==> src/rtl/snake_pkg.sv <==
// Shared definitions for the snake game datapath: master-state codes,
// tick-sequencer states, default speed constants and the speed formula.
package snake_pkg;

  localparam logic [1:0] MS_IDLE = 2'd0;
  localparam logic [1:0] MS_PLAY = 2'd1;
  localparam logic [1:0] MS_WIN  = 2'd2;
  localparam logic [1:0] MS_LOSE = 2'd3;

  localparam logic [7:0] BASE_FRAMES_DEF = 8'd6;
  localparam logic [7:0] MIN_FRAMES_DEF  = 8'd2;

  typedef enum logic [2:0] {
    ST_IDLE  = 3'd0,
    ST_SHIFT = 3'd1,
    ST_MOVE  = 3'd2,
    ST_CHECK = 3'd3,
    ST_REQ   = 3'd4,
    ST_DONE  = 3'd5
  } tick_state_e;

  // Frames per tick: max(min_f, base - score), never wrapping below zero.
  function automatic logic [7:0] tick_period(input logic [7:0] base,
                                             input logic [7:0] min_f,
                                             input logic [3:0] score);
    logic [7:0] diff;
    if ({4'd0, score} < base) begin
      diff = base - {4'd0, score};
    end else begin
      diff = 8'd0;
    end
    if (diff < min_f) begin
      return min_f;
    end else begin
      return diff;
    end
  endfunction

endpackage

==> src/rtl/game_tick_scheduler_if.sv <==
// Signal bundle between the tick scheduler and the rest of the snake game.
// master = the scheduler itself, slave = the surrounding blocks.
interface game_tick_scheduler_if;
  logic       VS;
  logic [1:0] MASTER_STATE;
  logic [3:0] SCORE;
  logic       REACHED_TARGET;
  logic       NEXT_ACK;
  logic       GAMECLOCK;
  logic       SHIFT_BODY;
  logic       MOVE_HEAD;
  logic       NEXT_REQ;
  logic       BUSY;
  logic       OVERRUN;
  logic       ACK_ERR;

  modport master (
    input  VS, MASTER_STATE, SCORE, REACHED_TARGET, NEXT_ACK,
    output GAMECLOCK, SHIFT_BODY, MOVE_HEAD, NEXT_REQ, BUSY, OVERRUN, ACK_ERR
  );

  modport slave (
    output VS, MASTER_STATE, SCORE, REACHED_TARGET, NEXT_ACK,
    input  GAMECLOCK, SHIFT_BODY, MOVE_HEAD, NEXT_REQ, BUSY, OVERRUN, ACK_ERR
  );
endinterface

==> src/rtl/vs_edge_sync.sv <==
// Two-flop synchroniser plus falling-edge detector for an active-low
// asynchronous strobe (VS, HS, ...). The one-cycle pulse appears three
// clock edges after the input falls.
module vs_edge_sync (
  input  logic clk,
  input  logic rst_n,
  input  logic async_in,
  output logic fall
);
  logic sync1_r;
  logic sync2_r;
  logic prev_r;
  logic fall_r;

  // Synchronise the input (idle-high) and register the falling-edge pulse.
  always_ff @(posedge clk or negedge rst_n) begin
    if (!rst_n) begin
      sync1_r <= 1'b1;
      sync2_r <= 1'b1;
      prev_r  <= 1'b1;
      fall_r  <= 1'b0;
    end else begin
      sync1_r <= async_in;
      sync2_r <= sync1_r;
      prev_r  <= sync2_r;
      fall_r  <= prev_r & ~sync2_r;
    end
  end

  assign fall = fall_r;
endmodule

==> src/rtl/game_tick_scheduler.sv <==
// Derives game ticks from frame sync (faster as score rises) and walks the
// snake datapath through shift / move / check / respawn-request per tick.
module game_tick_scheduler
  import snake_pkg::*;
#(
  parameter logic [7:0]  BASE_FRAMES  = BASE_FRAMES_DEF,
  parameter logic [7:0]  MIN_FRAMES   = MIN_FRAMES_DEF,
  parameter int unsigned CHECK_CYCLES = 2,
  parameter int unsigned ACK_TIMEOUT  = 64
) (
  input logic CLOCK,
  input logic RESET,
  game_tick_scheduler_if.master bus
);
  // Step counter is 8 bits wide: CHECK_CYCLES and ACK_TIMEOUT must be <= 256.
  localparam logic [7:0] CHECK_LAST = 8'(CHECK_CYCLES - 1);
  localparam logic [7:0] ACK_LAST   = 8'(ACK_TIMEOUT - 1);

  logic        frame_s;
  logic        play_s;
  logic [7:0]  period_s;
  logic        tick_due_s;
  logic        start_s;
  logic        ack_err_set_s;
  logic [7:0]  frame_cnt_r;
  logic [7:0]  step_cnt_r;
  logic [7:0]  step_cnt_s;
  tick_state_e state_r;
  tick_state_e state_s;
  logic        gameclock_r;
  logic        shift_body_r;
  logic        move_head_r;
  logic        next_req_r;
  logic        busy_r;
  logic        overrun_r;
  logic        ack_err_r;

  vs_edge_sync u_vs_sync (
    .clk      (CLOCK),
    .rst_n    (RESET),
    .async_in (bus.VS),
    .fall     (frame_s)
  );

  assign play_s     = (bus.MASTER_STATE == MS_PLAY);
  assign period_s   = tick_period(BASE_FRAMES, MIN_FRAMES, bus.SCORE);
  assign tick_due_s = frame_s & play_s & ((frame_cnt_r + 8'd1) >= period_s);
  // A due tick only starts when nothing is in flight; otherwise it is dropped.
  assign start_s    = tick_due_s & ~busy_r;

  // Count frames toward the next tick; parked at zero outside PLAY.
  always_ff @(posedge CLOCK or negedge RESET) begin
    if (!RESET) begin
      frame_cnt_r <= 8'd0;
    end else if (!play_s) begin
      frame_cnt_r <= 8'd0;
    end else if (frame_s) begin
      frame_cnt_r <= tick_due_s ? 8'd0 : (frame_cnt_r + 8'd1);
    end else begin
      frame_cnt_r <= frame_cnt_r;
    end
  end

  // Next-state logic for the per-tick update sequence.
  always_comb begin
    state_s       = state_r;
    step_cnt_s    = step_cnt_r;
    ack_err_set_s = 1'b0;
    case (state_r)
      ST_IDLE: begin
        if (gameclock_r) begin
          state_s = ST_SHIFT;
        end else begin
          state_s = ST_IDLE;
        end
      end
      ST_SHIFT: state_s = ST_MOVE;
      ST_MOVE: begin
        state_s    = ST_CHECK;
        step_cnt_s = 8'd0;
      end
      ST_CHECK: begin
        if (step_cnt_r == CHECK_LAST) begin
          step_cnt_s = 8'd0;
          state_s    = bus.REACHED_TARGET ? ST_REQ : ST_DONE;
        end else begin
          step_cnt_s = step_cnt_r + 8'd1;
        end
      end
      ST_REQ: begin
        if (bus.NEXT_ACK) begin
          state_s = ST_DONE;
        end else if (step_cnt_r == ACK_LAST) begin
          state_s       = ST_DONE;
          ack_err_set_s = 1'b1;
        end else begin
          step_cnt_s = step_cnt_r + 8'd1;
        end
      end
      ST_DONE: state_s = ST_IDLE;
      default: state_s = ST_IDLE;
    endcase
  end

  // State register plus outputs registered from the upcoming state.
  always_ff @(posedge CLOCK or negedge RESET) begin
    if (!RESET) begin
      state_r      <= ST_IDLE;
      step_cnt_r   <= 8'd0;
      gameclock_r  <= 1'b0;
      shift_body_r <= 1'b0;
      move_head_r  <= 1'b0;
      next_req_r   <= 1'b0;
      busy_r       <= 1'b0;
      overrun_r    <= 1'b0;
      ack_err_r    <= 1'b0;
    end else begin
      state_r      <= state_s;
      step_cnt_r   <= step_cnt_s;
      gameclock_r  <= start_s;
      shift_body_r <= (state_s == ST_SHIFT);
      move_head_r  <= (state_s == ST_MOVE);
      next_req_r   <= (state_s == ST_REQ);
      busy_r       <= (state_s != ST_IDLE) | start_s;
      overrun_r    <= overrun_r | (tick_due_s & busy_r);
      ack_err_r    <= ack_err_r | ack_err_set_s;
    end
  end

  assign bus.GAMECLOCK  = gameclock_r;
  assign bus.SHIFT_BODY = shift_body_r;
  assign bus.MOVE_HEAD  = move_head_r;
  assign bus.NEXT_REQ   = next_req_r;
  assign bus.BUSY       = busy_r;
  assign bus.OVERRUN    = overrun_r;
  assign bus.ACK_ERR    = ack_err_r;
endmodule

==> src/flat_wrapper.sv <==
// flat-port wrapper written by rule: the top's interface ports become plain ports
module game_tick_scheduler_flat import snake_pkg::*;
#(
  parameter logic [7:0]  BASE_FRAMES  = BASE_FRAMES_DEF,
  parameter logic [7:0]  MIN_FRAMES   = MIN_FRAMES_DEF,
  parameter int unsigned CHECK_CYCLES = 2,
  parameter int unsigned ACK_TIMEOUT  = 64
)
  (CLOCK, RESET, bus_VS, bus_MASTER_STATE, bus_SCORE, bus_REACHED_TARGET, bus_NEXT_ACK, bus_GAMECLOCK, bus_SHIFT_BODY, bus_MOVE_HEAD, bus_NEXT_REQ, bus_BUSY, bus_OVERRUN, bus_ACK_ERR);
  game_tick_scheduler_if bus_i ();
  input logic CLOCK;
  input logic RESET;
  input wire logic [$bits(bus_i.VS)-1:0] bus_VS;
  input wire logic [$bits(bus_i.MASTER_STATE)-1:0] bus_MASTER_STATE;
  input wire logic [$bits(bus_i.SCORE)-1:0] bus_SCORE;
  input wire logic [$bits(bus_i.REACHED_TARGET)-1:0] bus_REACHED_TARGET;
  input wire logic [$bits(bus_i.NEXT_ACK)-1:0] bus_NEXT_ACK;
  output wire logic [$bits(bus_i.GAMECLOCK)-1:0] bus_GAMECLOCK;
  output wire logic [$bits(bus_i.SHIFT_BODY)-1:0] bus_SHIFT_BODY;
  output wire logic [$bits(bus_i.MOVE_HEAD)-1:0] bus_MOVE_HEAD;
  output wire logic [$bits(bus_i.NEXT_REQ)-1:0] bus_NEXT_REQ;
  output wire logic [$bits(bus_i.BUSY)-1:0] bus_BUSY;
  output wire logic [$bits(bus_i.OVERRUN)-1:0] bus_OVERRUN;
  output wire logic [$bits(bus_i.ACK_ERR)-1:0] bus_ACK_ERR;
  assign bus_i.VS = bus_VS;
  assign bus_i.MASTER_STATE = bus_MASTER_STATE;
  assign bus_i.SCORE = bus_SCORE;
  assign bus_i.REACHED_TARGET = bus_REACHED_TARGET;
  assign bus_i.NEXT_ACK = bus_NEXT_ACK;
  assign bus_GAMECLOCK = bus_i.GAMECLOCK;
  assign bus_SHIFT_BODY = bus_i.SHIFT_BODY;
  assign bus_MOVE_HEAD = bus_i.MOVE_HEAD;
  assign bus_NEXT_REQ = bus_i.NEXT_REQ;
  assign bus_BUSY = bus_i.BUSY;
  assign bus_OVERRUN = bus_i.OVERRUN;
  assign bus_ACK_ERR = bus_i.ACK_ERR;
  game_tick_scheduler #(.BASE_FRAMES(BASE_FRAMES), .MIN_FRAMES(MIN_FRAMES), .CHECK_CYCLES(CHECK_CYCLES), .ACK_TIMEOUT(ACK_TIMEOUT)) u_core (.CLOCK(CLOCK), .RESET(RESET), .bus(bus_i));
endmodule
==> config.mk <==
export PLATFORM = sky130hd
export DESIGN_NAME = game_tick_scheduler_flat
export DESIGN_NICKNAME = d
export VERILOG_FILES = /design/src/rtl/snake_pkg.sv /design/src/rtl/game_tick_scheduler_if.sv /design/src/rtl/vs_edge_sync.sv /design/src/rtl/game_tick_scheduler.sv /design/src/flat_wrapper.sv
export SDC_FILE = /design/constraint.sdc
export NUM_CORES = 1
export LEC_CHECK = 0
export ABC_CLOCK_PERIOD_IN_PS = 3300
export BUFFER_PORTS_ARGS = -buffer_cell sky130_fd_sc_hd__buf_2
export CORE_AREA = 2 2 59 61
export DETAILED_ROUTE_END_ITERATION = 6
export DIE_AREA = 0 0 61 63
export PLACE_DENSITY = 0.77
export SYNTH_ARGS = -nofsm -noshare
export SYNTH_HDL_FRONTEND = slang
export SYNTH_HIERARCHICAL = 1
export SYNTH_SLANG_ARGS = --single-unit
==> constraint.sdc <==
create_clock -name CLOCK -period 3.3 [get_ports CLOCK]
set_input_delay 0.495 -clock CLOCK [delete_from_list [all_inputs] [get_ports CLOCK]]
set_output_delay 0.495 -clock CLOCK [all_outputs]
set_load 0.01 [all_outputs]
# Word level (Yosys, flattened, before mapping)
# Cells that the tools add are included.
# Widths: inputs -> output; s select.
# op_classes
mux	18
n_lt_le_gt_ge	3
n_bitwise	10
eq_ne	13
reduce_logical	4
n_addsub	3
# ops
op	count
$mux 8	8
$pmux 8 s3	1
$add 8x1->8 const B	2
$pmux 3 s5	1
$eq 3x2->1 const B	3
$mux 3	3
$eq 8x1->1 const B	1
$eq 8x6->1 const B	1
$ge 8x8->1	1
$lt 8x2->1 const B	1
$eq 3x1->1 const B	2
$eq 3x3->1 const B	2
$ne 2x2->1 const B	3
$reduce_bool 3->1	2
$and 1x1->1	5
$mux 1	5
$sub 3x4->5 const A	1
$lt 4x3->1 const B	1
$logic_not 3->1	1
$or 1x1->1	3
$reduce_and 3->1	1
$eq 2x1->1 const B	1
$not 1->1	2
# word_totals
reg_bits	30
input_bits	11
out_inout_bits	7
wordCells	65

# Logic depth before layout (Yosys ltp)
# Gate-level depths: netlist (run 1).
# logic_depth
depth_word	9
mapped_depth	11
depth_no_buf	10

# Cells and area by module
# Netlist (run 1), hierarchy kept.
# by_module_without_submodules
mod	seq_area_each_um2	n_inst	area_each_um2	cells_per_inst
game_tick_scheduler	650.6	1	1704.1	175
vs_edge_sync	103.8	1	117.6	5

# Worst setup path after synthesis (run 1)
# No wires, ideal clock.
# synth_path
path_type	input port to flip-flop
start	input port bus_SCORE[0]
end	register u_core.frame_cnt_r[2]
cell_stages	10
t_arrival_ps	2334
slack_ps	845
setup_time_ps	122
path_buffers	1
required_time_ps	3178
path_cell_list	ha_1 > nand2_1 > a211oi_1 > nand2b_1 > ha_1 > o21a_1 > a21oi_1 > or3_1 > buf_2 > a32o_1
# synth_via
elab_chain_cells	9
elab_cells_between_ends	10
classes_between	add/sub (1); order compare (3); mux (5); bitwise (1)
# synth_lines
element	line_no	source
from (decl)	flat_wrapper.sv:15	input wire logic [$bits(bus_i.SCORE)-1:0] bus_SCORE;
$sub 3x4->5 / $lt 4x3->1 (equally long branches)	snake_pkg.sv:28, snake_pkg.sv:27	
$mux 8 (*)	snake_pkg.sv:27	if ({4'd0, score} < base) begin
$lt 8x2->1	snake_pkg.sv:32	if (diff < min_f) begin
$mux 8 (*)	snake_pkg.sv:32	
$ge 8x8->1 (*)	game_tick_scheduler.sv:47	assign tick_due_s = frame_s & play_s & ((frame_cnt_r + 8'd1) >= period_s);
$and 1x1->1 (*)	game_tick_scheduler.sv:47	
$mux 8 (*)	game_tick_scheduler.sv:58	frame_cnt_r <= tick_due_s ? 8'd0 : (frame_cnt_r + 8'd1);
$mux 8 (*)	game_tick_scheduler.sv:57	end else if (frame_s) begin
$mux 8 (*)	game_tick_scheduler.sv:55	end else if (!play_s) begin
to (signal assigned)	game_tick_scheduler.sv:58	
to (signal assigned)	game_tick_scheduler.sv:60	frame_cnt_r <= frame_cnt_r;
to (decl)	game_tick_scheduler.sv:25	logic [7:0] frame_cnt_r;
# Mark *: on every way between the ends. The rest lies on a longest branch, timed or not. The select of a mux whose other input is x is not followed.
# A chain may end at the register's enable or synchronous reset.

# Final worst setup path (run 1)
# layout_path
start	register u_core.frame_cnt_r[0]
end	register u_core.frame_cnt_r[0]
# layout_via
elab_chain_cells	6
# layout_lines
element	line_no
$add 8x1->8 (*)	game_tick_scheduler.sv:47, game_tick_scheduler.sv:58
$ge 8x8->1	game_tick_scheduler.sv:47
$and 1x1->1	game_tick_scheduler.sv:47
$mux 8 (*)	game_tick_scheduler.sv:58
$mux 8 (*)	game_tick_scheduler.sv:57
$mux 8 (*)	game_tick_scheduler.sv:55
# Marks and branches as above.

==> results of run 1 <==
## cells in the mapped netlist (4+ instances only)
master,instances,area (um^2)
a21oi_1,12,60.1
a32o_1,7,70.1
buf_2,4,20.0
dfrtp_1,27,676
ha_1,13,163
inv_1,8,30.0
mux2i_1,5,50.1
nand2_1,11,41.3
nand3_1,6,30.0
nor2_1,10,37.5
nor3_1,4,20.0
o21ai_0,7,35.0
o21bai_1,5,37.5
xnor2_1,4,35.0
xor2_1,4,35.0
## worst paths after layout
kind,start,end,slack (ns),cells after the start
hold reg to reg,u_core/u_vs_sync/sync1_r,u_core/u_vs_sync/sync2_r,0.36,0
min in group CLOCK,bus_VS,u_core/u_vs_sync/sync1_r,0.26,1
setup / recovery,u_core/frame_cnt_r[0],u_core/frame_cnt_r[0],0.69,9
setup reg to reg,u_core/frame_cnt_r[0],u_core/frame_cnt_r[0],0.69,9
max in group asynchronous,RESET,u_core/frame_cnt_r[5],2.67,1
hold / removal,RESET,u_core/bus.ACK_ERR,0.19,1
## stage by stage
stage	setup slack (ns)	instances	area, um^2	power, uW
5_1_grt	0.512	244	1980	1210
6_report	0.690	244	1980	1120
3_5_place_dp	0.434	236	1920	887
4_1_cts	0.702	244	1980	1120
3_3_place_gp	0.596	236	1920	868
2_1_floorplan	0.845	180	1820	807
## worst reg2reg max path, delay by kind of cell (launching register included)
kind            cells  cell delay, ns
compound gates      4            1.04
fa+ha+maj           2            0.50
flops               1            0.44
simple gates        2            0.29
xor+xnor            1            0.26
## power by group
group	internal [uW]	switching, uW	total [uW]
clock	103	131	234
combinational	149	228	376
sequential	420	87.1	507
total	671	446	1120
## final cells by class
type                    instances  area (um^2)  share of cell area (%)
multi-input cells             135          991                    50.1
flip-flops and latches         30          754                    38.1
repair buffers                 17         85.1                    4.30
well taps                      46         57.6                    2.91
clock buffers                   7         55.1                    2.78
inverters                       8         30.0                    1.52
clock inverters                 1         5.00                   0.253
## per-layer routing
| metal | part of all wire [%] | vias to the layer above | track usage (%) | wire length [um] |
|---|---|---|---|---|
| li1 | - | 702 | - | - |
| met2 | 47 | 34 | 31.3 | 1680 |
| met5 | 0 | - | 0 | 0 |
| met1 | 46 | 688 | 27.5 | 1620 |
| met3 | 5.1 | 8 | 4.35 | 181 |
| met4 | 1.8 | 0 | 8.70 | 63 |
## cell families (layout without fill, tap and decap cells)
kind of cell,after synthesis,in the layout,share of synthesized area (%)
and+or+nand+nor,57,57,18.3
buffers and inverters,15,33,4.19
AOI/OAI and AO/OA,51,51,20.4
DFF,30,30,41.4
xor gates and xnor gates,8,8,3.85
adders and majority gates,13,13,8.93
muxes,5,5,2.75
other,1,1,0.206
==> flow_summary.json, run 1 <==
{
  "status": "complete, no violations",
  "ant_nets": 0,
  "viasPerCell": 5.87,
  "ys_ff_latch": 30,
  "cp_slowest_stage_delay_ns": 0.52,
  "core_um2": 3230,
  "path_max_fanout": 8,
  "syn-num-nets": 204,
  "fmax_mhz": 383,
  "fin_crit_sh_pct": 79.1,
  "cp_data_required_time_ns": 3.56,
  "cp.arrival_ns": 2.87,
  "final-setup-viol-count": 0,
  "grt_max_degree": 31,
  "syn_area_per_cell_um2": 10.1,
  "final.setup.tns_ns": 0,
  "io_pins": 18,
  "critical_path.cell_chain": "ha_1 -> nand3_1 -> nor2_1 -> xor2_1 -> ha_1 -> a21o_1 -> a211oi_2 -> o31ai_1 -> o21ai_0",
  "n_fill_cell": 284,
  "place.gp.congestion": 0.821,
  "synth_seq_area_share_pct": 41.4,
  "endpoint_kind": "flop",
  "yosys_warnings": 6,
  "worst_clock_skew_ns": 0.00442,
  "synth_edf_count": 0,
  "fin_nets": 221,
  "max_slew_margin_pct": 37.5,
  "cts_buffer_depth": 2,
  "drv_cap": 0,
  "drt_pre_antenna_iters": 4,
  "clk_pin_slew_ns": 0.10,
  "insertion_delay_ns": 0.33,
  "grt_pass1_wl_um": 5930,
  "die_h_um": 63,
  "irDropWorstVdd_v": 0.000276,
  "track_usage_pct": 20.4,
  "drc": 0,
  "crit_buf_inv": 0,
  "ctsHtreeMaxLevel": 2,
  "route.vias.total": 1432,
  "rsz0062_at_grt": "no",
  "numCtsBuffers": 5,
  "power_density_nw_per_um2": 565,
  "worst_pin_slew_ns": 0.936,
  "port_buffers": 17,
  "largestRegisters": "u_core/frame_cnt_r: 8 flops, u_core/step_cnt_r: 8 flops, u_core/state_r: 3 flops",
  "whs_ns": 0.192,
  "overflow": 0,
  "path_class": "reg -> reg",
  "fp.dieW_um": 61,
  "start_util_pct": 56.4,
  "first_iter_violations": 96,
  "hold_viol_final": 0,
  "die_area_um2": 3840,
  "final_cell_mix": "27 x dfrtp_1, 17 x buf_2, 13 x ha_1",
  "dp_hpwl_um": 2570,
  "async_flop_share_pct": 100,
  "ys.flop_type": "dfrtp_1",
  "mostFrequentLayoutCell": "dfrtp_1",
  "row_count": 21,
  "crit_slowest_cell": "a211oi_2",
  "cts_resized": 0,
  "cts_root_buf": "clkbuf_4",
  "fin_util_pct": 61.2,
  "grt_pass1_vias": 1347,
  "final.min_clock_period_ns": 2.61,
  "p_leak_uw": 0.000922,
  "maxSlewViolCount": 0,
  "routedWlPerCell_um": 14.5,
  "critPathLaunchType": "flop",
  "syn_area_um2": 1820,
  "n_antenna_cell": 0,
  "cts_tree": "done",
  "min_path_type": "in -> async",
  "postCtsSetupRepairBufs": 0,
  "crit_top_cell": "ha_1",
  "syn2layout_area_growth_pct": 8.59,
  "synth_cells": 180,
  "crit_family": "compound AO/OA/AOI/OAI gates",
  "antenna_found_initial": 0,
  "wirelength_um": 3550,
  "clock_sinks": 30,
  "drive_gt1_share_pct": 17.2,
  "cts_hold_buf": 0,
  "ys_types": 50
}
Note: power is estimated with default switching activity, not from simulation.
==> run 2: changes to the inputs <==
--- a/config.mk
+++ b/config.mk
@@ -5,12 +5,12 @@
 export SDC_FILE = /design/constraint.sdc
 export NUM_CORES = 1
 export LEC_CHECK = 0
-export ABC_CLOCK_PERIOD_IN_PS = 3300
+export ABC_CLOCK_PERIOD_IN_PS = 2600
 export BUFFER_PORTS_ARGS = -buffer_cell sky130_fd_sc_hd__buf_2
-export CORE_AREA = 2 2 59 61
+export CORE_AREA = 2 2 60 62
 export DETAILED_ROUTE_END_ITERATION = 6
-export DIE_AREA = 0 0 61 63
-export PLACE_DENSITY = 0.77
+export DIE_AREA = 0 0 62 64
+export PLACE_DENSITY = 0.75
 export SYNTH_ARGS = -nofsm -noshare
 export SYNTH_HDL_FRONTEND = slang
 export SYNTH_HIERARCHICAL = 1
==> constraint.sdc (replaced) <==
create_clock -name CLOCK -period 2.6 [get_ports CLOCK]
set_input_delay 0.39 -clock CLOCK [delete_from_list [all_inputs] [get_ports CLOCK]]
set_output_delay 0.39 -clock CLOCK [all_outputs]
set_load 0.01 [all_outputs]
==> flow_summary.json, run 2 (synthesized netlist as in run 1, its figures left out) <==
{
  "use_met2_pct": 31.3,
  "dpl_cell_area_um2": 1940,
  "clkPwrFrac_pct": 20.4,
  "numCtsBuffers": 5,
  "critical_path.cell_chain": "ha_1 -> nand3_1 -> nor2_1 -> xor2_1 -> ha_1 -> nand3_1 -> or3_1 -> a32o_1",
  "viasPerCell": 5.99,
  "grt_max_degree": 31,
  "mostFrequentLayoutCell": "dfrtp_1",
  "n_fill_cell": 299,
  "drc": 0,
  "dp_hpwl_um": 2640,
  "dp_worst_setup_slack_ns": -0.0750,
  "row_count": 21,
  "ant_nets": 0,
  "cts_resized": 0,
  "crit_slowest_cell": "dfrtp_1",
  "max_slew_margin_pct": 36.0,
  "instances_no_fill": 247,
  "syn2layout_area_growth_pct": 9.82,
  "irDropWorstVdd_v": 0.000331,
  "min_path_type": "in -> async",
  "n_antenna_cell": 0,
  "whs_ns": 0.0780,
  "cp_slowest_stage_delay_ns": 0.46,
  "fmax_mhz": 415,
  "cts_buffer_depth": 2,
  "place_inst": 239,
  "largestRegisters": "u_core/frame_cnt_r: 8 flops, u_core/step_cnt_r: 8 flops, u_core/state_r: 3 flops",
  "fin_area_um2": 2000,
  "insertion_delay_ns": 0.33,
  "hold_viol_final": 0,
  "first_iter_violations": 79,
  "cp.arrival_ns": 2.63,
  "drv_cap": 0,
  "port_buffers": 17,
  "drive_gt1_share_pct": 18.4,
  "grtUsageMet3_pct": 4.86,
  "crit_buf_inv": 0,
  "combPwrFrac_pct": 34.2,
  "fin_crit_sh_pct": 92.6,
  "clk_pin_slew_ns": 0.09,
  "worst_pin_slew_ns": 0.958,
  "worst_clock_skew_ns": 0.00787,
  "status": "complete, no violations",
  "grt_pass1_vias": 1350,
  "fin_nets": 224,
  "switchingPower_uw": 562,
  "setup_ws_ns": 0.193,
  "p_int_uw": 856,
  "busiest_layer": "met2",
  "critPathLaunchType": "flop",
  "path_max_fanout": 7,
  "track_usage_pct": 19.8,
  "cp_data_required_time_ns": 2.82,
  "cts_hold_buf": 0,
  "die_h_um": 64,
  "postCtsSetupRepairBufs": 0,
  "final_cell_mix": "27 x dfrtp_1, 17 x buf_2, 13 x ha_1",
  "route.vias.total": 1480,
  "multi_input_comb_area_um2": 991,
  "cts_root_buf": "clkbuf_4",
  "antenna_found_initial": 0,
  "path_class": "reg -> reg",
  "endpoint_kind": "flop",
  "core_um2": 3280,
  "maxSlewViolCount": 0,
  "final-setup-viol-count": 0,
  "overflow": 0,
  "wirelength_um": 3540,
  "clock_sinks": 30,
  "start_util_pct": 55.5,
  "crit_family": "simple AND/OR/NAND/NOR gates",
  "register_area_um2": 754,
  "swShare_pct": 39.6,
  "power_density_nw_per_um2": 709,
  "ctsHtreeMaxLevel": 2,
  "final.setup.tns_ns": 0,
  "fp.dieW_um": 62,
  "grt_pass1_wl_um": 5890,
  "grtUsageMet1_pct": 25.6,
  "cts_tree": "done",
  "pwr-share-seq_pct": 45.5,
  "final.min_clock_period_ns": 2.41,
  "io_pins": 18,
  "die_area_um2": 3970,
  "routedWlPerCell_um": 14.3,
  "rsz0062_at_grt": "no",
  "place.gp.congestion": 0.851,
  "drt_pre_antenna_iters": 4,
  "p_leak_uw": 0.000938
}
==> run 2: cell types whose count changed in the layout (fill, tap and decap cells not counted) <==
| cell | change |
|---|---|
| buf_4 | +3 |
==> run 2: stage by stage <==
step                      utilization, %  total power, uW
after floorplan                        -             1020
after global placement              59.1             1110
after detailed placement            59.1             1130
after CTS                           60.9             1430
after global routing                60.9             1530
final                               60.9             1420
==> run 2: path summary, 6_finish.rpt <==
check | slack (ns) | endpoint | depth (start not counted) | start
worst max-delay path | 0.19 | u_core/frame_cnt_r[1] | 8 | u_core/frame_cnt_r[0]
worst min-delay path | 0.08 | u_core/bus.SHIFT_BODY | 1 | RESET
worst max register to register | 0.19 | u_core/frame_cnt_r[1] | 8 | u_core/frame_cnt_r[0]
worst min register to register | 0.36 | u_core/u_vs_sync/sync2_r | 0 | u_core/u_vs_sync/sync1_r
max in group asynchronous | 2.10 | u_core/u_vs_sync/fall | 1 | RESET
min in group CLOCK | 0.16 | u_core/u_vs_sync/sync1_r | 1 | bus_VS
==> run 2: cell type report <==
type / count / area share, %
multi-input combinational: 135 / 49.5
clock inverter: 1 / 0.250
tap: 46 / 2.88
sequential: 30 / 37.7
clock buffer: 7 / 2.75
timing repair buffer: 20 / 5.38
inverter: 8 / 1.50
==> run 2: routing by layer <==
layer	routed length (um)	vias to the layer above	share of wire [%]
li1	-	706	-
met1	1560	724	44
met2	1770	43	50
met3	143	7	4.0
met4	63	0	1.8
met5	0	-	0
==> run 2: power by group through the flow <==
stage / combinational, uW / sequential [uW] / clock [uW]
after global placement: 465 / 646 / 0
after global routing: 539 / 660 / 328
after floorplan: 421 / 603 / 0
after CTS: 483 / 644 / 301
final: 485 / 645 / 289
after detailed placement: 478 / 653 / 0
==> run 3: changes to the inputs <==
--- a/config.mk
+++ b/config.mk
@@ -7,9 +7,9 @@
 export LEC_CHECK = 0
 export ABC_CLOCK_PERIOD_IN_PS = 2600
 export BUFFER_PORTS_ARGS = -buffer_cell sky130_fd_sc_hd__buf_2
-export CORE_AREA = 2 2 60 62
+export CORE_AREA = 4 4 62 64
 export DETAILED_ROUTE_END_ITERATION = 6
-export DIE_AREA = 0 0 62 64
+export DIE_AREA = 0 0 66 68
 export PLACE_DENSITY = 0.75
 export SYNTH_ARGS = -nofsm -noshare
 export SYNTH_HDL_FRONTEND = slang
==> flow_summary.json, run 3 (synthesized netlist as in run 1, its figures left out) <==
{
  "instances_no_fill": 247,
  "worst_pin_slew_ns": 0.896,
  "register_area_um2": 756,
  "die_area_um2": 4490,
  "status": "complete, no violations",
  "postCtsSetupRepairBufs": 0,
  "first_iter_violations": 91,
  "row_count": 21,
  "start_util_pct": 55.5,
  "swShare_pct": 39.9,
  "cp_data_required_time_ns": 2.86,
  "combPwrFrac_pct": 34.5,
  "route.vias.total": 1449,
  "drive_gt1_share_pct": 19.4,
  "drc": 0,
  "grt_max_degree": 31,
  "clkPwrFrac_pct": 20.4,
  "max_slew_margin_pct": 40.1,
  "mostFrequentLayoutCell": "dfrtp_1",
  "multi_input_comb_area_um2": 996,
  "switchingPower_uw": 568,
  "hold_viol_final": 0,
  "grt_pass1_wl_um": 6330,
  "numCtsBuffers": 5,
  "ant_nets": 0,
  "overflow": 0,
  "ctsHtreeMaxLevel": 2,
  "irDropWorstVdd_v": 0.000352,
  "io_pins": 18,
  "maxSlewViolCount": 0,
  "core_um2": 3280,
  "port_buffers": 17,
  "die_h_um": 68,
  "final_cell_mix": "26 x dfrtp_1, 17 x buf_2, 13 x ha_1",
  "n_fill_cell": 273,
  "p_leak_uw": 0.000937,
  "cp.arrival_ns": 2.63,
  "final-setup-viol-count": 0,
  "power_density_nw_per_um2": 709,
  "cts_buffer_depth": 2,
  "dpl_cell_area_um2": 1940,
  "worst_clock_skew_ns": 0.0118,
  "routedWlPerCell_um": 14.9,
  "wirelength_um": 3670,
  "cts_tree": "done",
  "fmax_mhz": 422,
  "crit_top_cell": "ha_1",
  "track_usage_pct": 18.6,
  "fp.dieW_um": 66,
  "p_int_uw": 856,
  "place.gp.congestion": 0.786,
  "fin_area_um2": 2010,
  "min_path_type": "in -> async",
  "antenna_found_initial": 0,
  "endpoint_kind": "flop",
  "dp_hpwl_um": 2720,
  "critPathLaunchType": "flop",
  "final.min_clock_period_ns": 2.37,
  "n_antenna_cell": 0,
  "syn2layout_area_growth_pct": 10.2,
  "clock_sinks": 30,
  "path_class": "reg -> reg",
  "crit_slowest_cell": "dfrtp_2",
  "path_max_fanout": 7,
  "largestRegisters": "u_core/frame_cnt_r: 8 flops, u_core/step_cnt_r: 8 flops, u_core/state_r: 3 flops",
  "final.setup.tns_ns": 0,
  "drt_pre_antenna_iters": 4,
  "critical_path.cell_chain": "ha_1 -> nand3_1 -> nor2_1 -> xor2_1 -> ha_1 -> a21o_1 -> a211oi_2 -> buf_4 -> a32o_1",
  "grt_pass1_vias": 1410,
  "drv_cap": 0,
  "fin_crit_sh_pct": 91.2,
  "cp_slowest_stage_delay_ns": 0.43,
  "place_inst": 239,
  "cts_hold_buf": 0,
  "pwr-share-seq_pct": 45.1,
  "fin_util_pct": 61.1,
  "whs_ns": 0.0805,
  "insertion_delay_ns": 0.32,
  "fin_nets": 224,
  "cts_root_buf": "clkbuf_4",
  "clk_pin_slew_ns": 0.10,
  "viasPerCell": 5.87
}
-- run 3: area by class of cell --
cell class	instances	area share (%)
Timing Repair Buffer	20	5.36
Sequential cell	30	37.7
Inverter	8	1.50
Multi-Input combinational cell	135	49.6
Clock buffer	7	2.74
Tap cell	46	2.87
Clock inverter	1	0.249
-- run 3: power groups by stage --
stage / registers [uW] / clock network (uW) / logic, uW
after global placement: 646 / 0 / 463
after CTS: 643 / 303 / 490
after global routing: 659 / 323 / 560
after floorplan: 603 / 0 / 421
final: 643 / 290 / 491
after detailed placement: 651 / 0 / 484
-- run 3: layer usage --
layer | up-vias | track usage, % | wire [um] | part of all wire [%]
met5 | - | 0 | 0 | 0
met4 | 0 | 8.63 | 81 | 2.2
met3 | 11 | 5.58 | 161 | 4.4
met2 | 29 | 32.3 | 1800 | 49
met1 | 701 | 21.0 | 1630 | 44
li1 | 708 | - | - | -
-- run 3: through the flow --
| stage | total power, uW | setup WS [ns] |
|---|---|---|
| after floorplan | 1020 | 0.250 |
| after global placement | 1110 | 0.0580 |
| after detailed placement | 1130 | -0.0874 |
| after CTS | 1440 | 0.174 |
| after global routing | 1540 | -0.00378 |
| final | 1420 | 0.228 |
-- run 3: final timing paths --
| check | from | end | slack [ns] | cells after the start |
|---|---|---|---|---|
| setup reg to reg | u_core/frame_cnt_r[0] | u_core/frame_cnt_r[5] | 0.23 | 9 |
| hold / removal | RESET | u_core/bus.GAMECLOCK | 0.08 | 1 |
| min in group CLOCK | bus_VS | u_core/u_vs_sync/sync1_r | 0.16 | 1 |
| max in group asynchronous | RESET | u_core/frame_cnt_r[0] | 2.06 | 1 |
| setup / recovery | u_core/frame_cnt_r[0] | u_core/frame_cnt_r[5] | 0.23 | 9 |
| hold reg to reg | u_core/u_vs_sync/sync1_r | u_core/u_vs_sync/sync2_r | 0.36 | 0 |
-- run 3: worst max-delay path: cells and delay by family, from the launching register on --
family | cells | cell delay, ns
AOI/OAI and AO/OA | 3 | 0.66
adders and majority gates | 2 | 0.49
DFF | 1 | 0.43
and+or+nand+nor | 2 | 0.30
xor gates and xnor gates | 1 | 0.25
buffers and inverters | 1 | 0.19
-- run 3: what timing repair did --
item	in CTS	in global routing
endpoints found under the hold margin	0	0
endpoints found under the setup margin	0	4
resized for setup	0	2
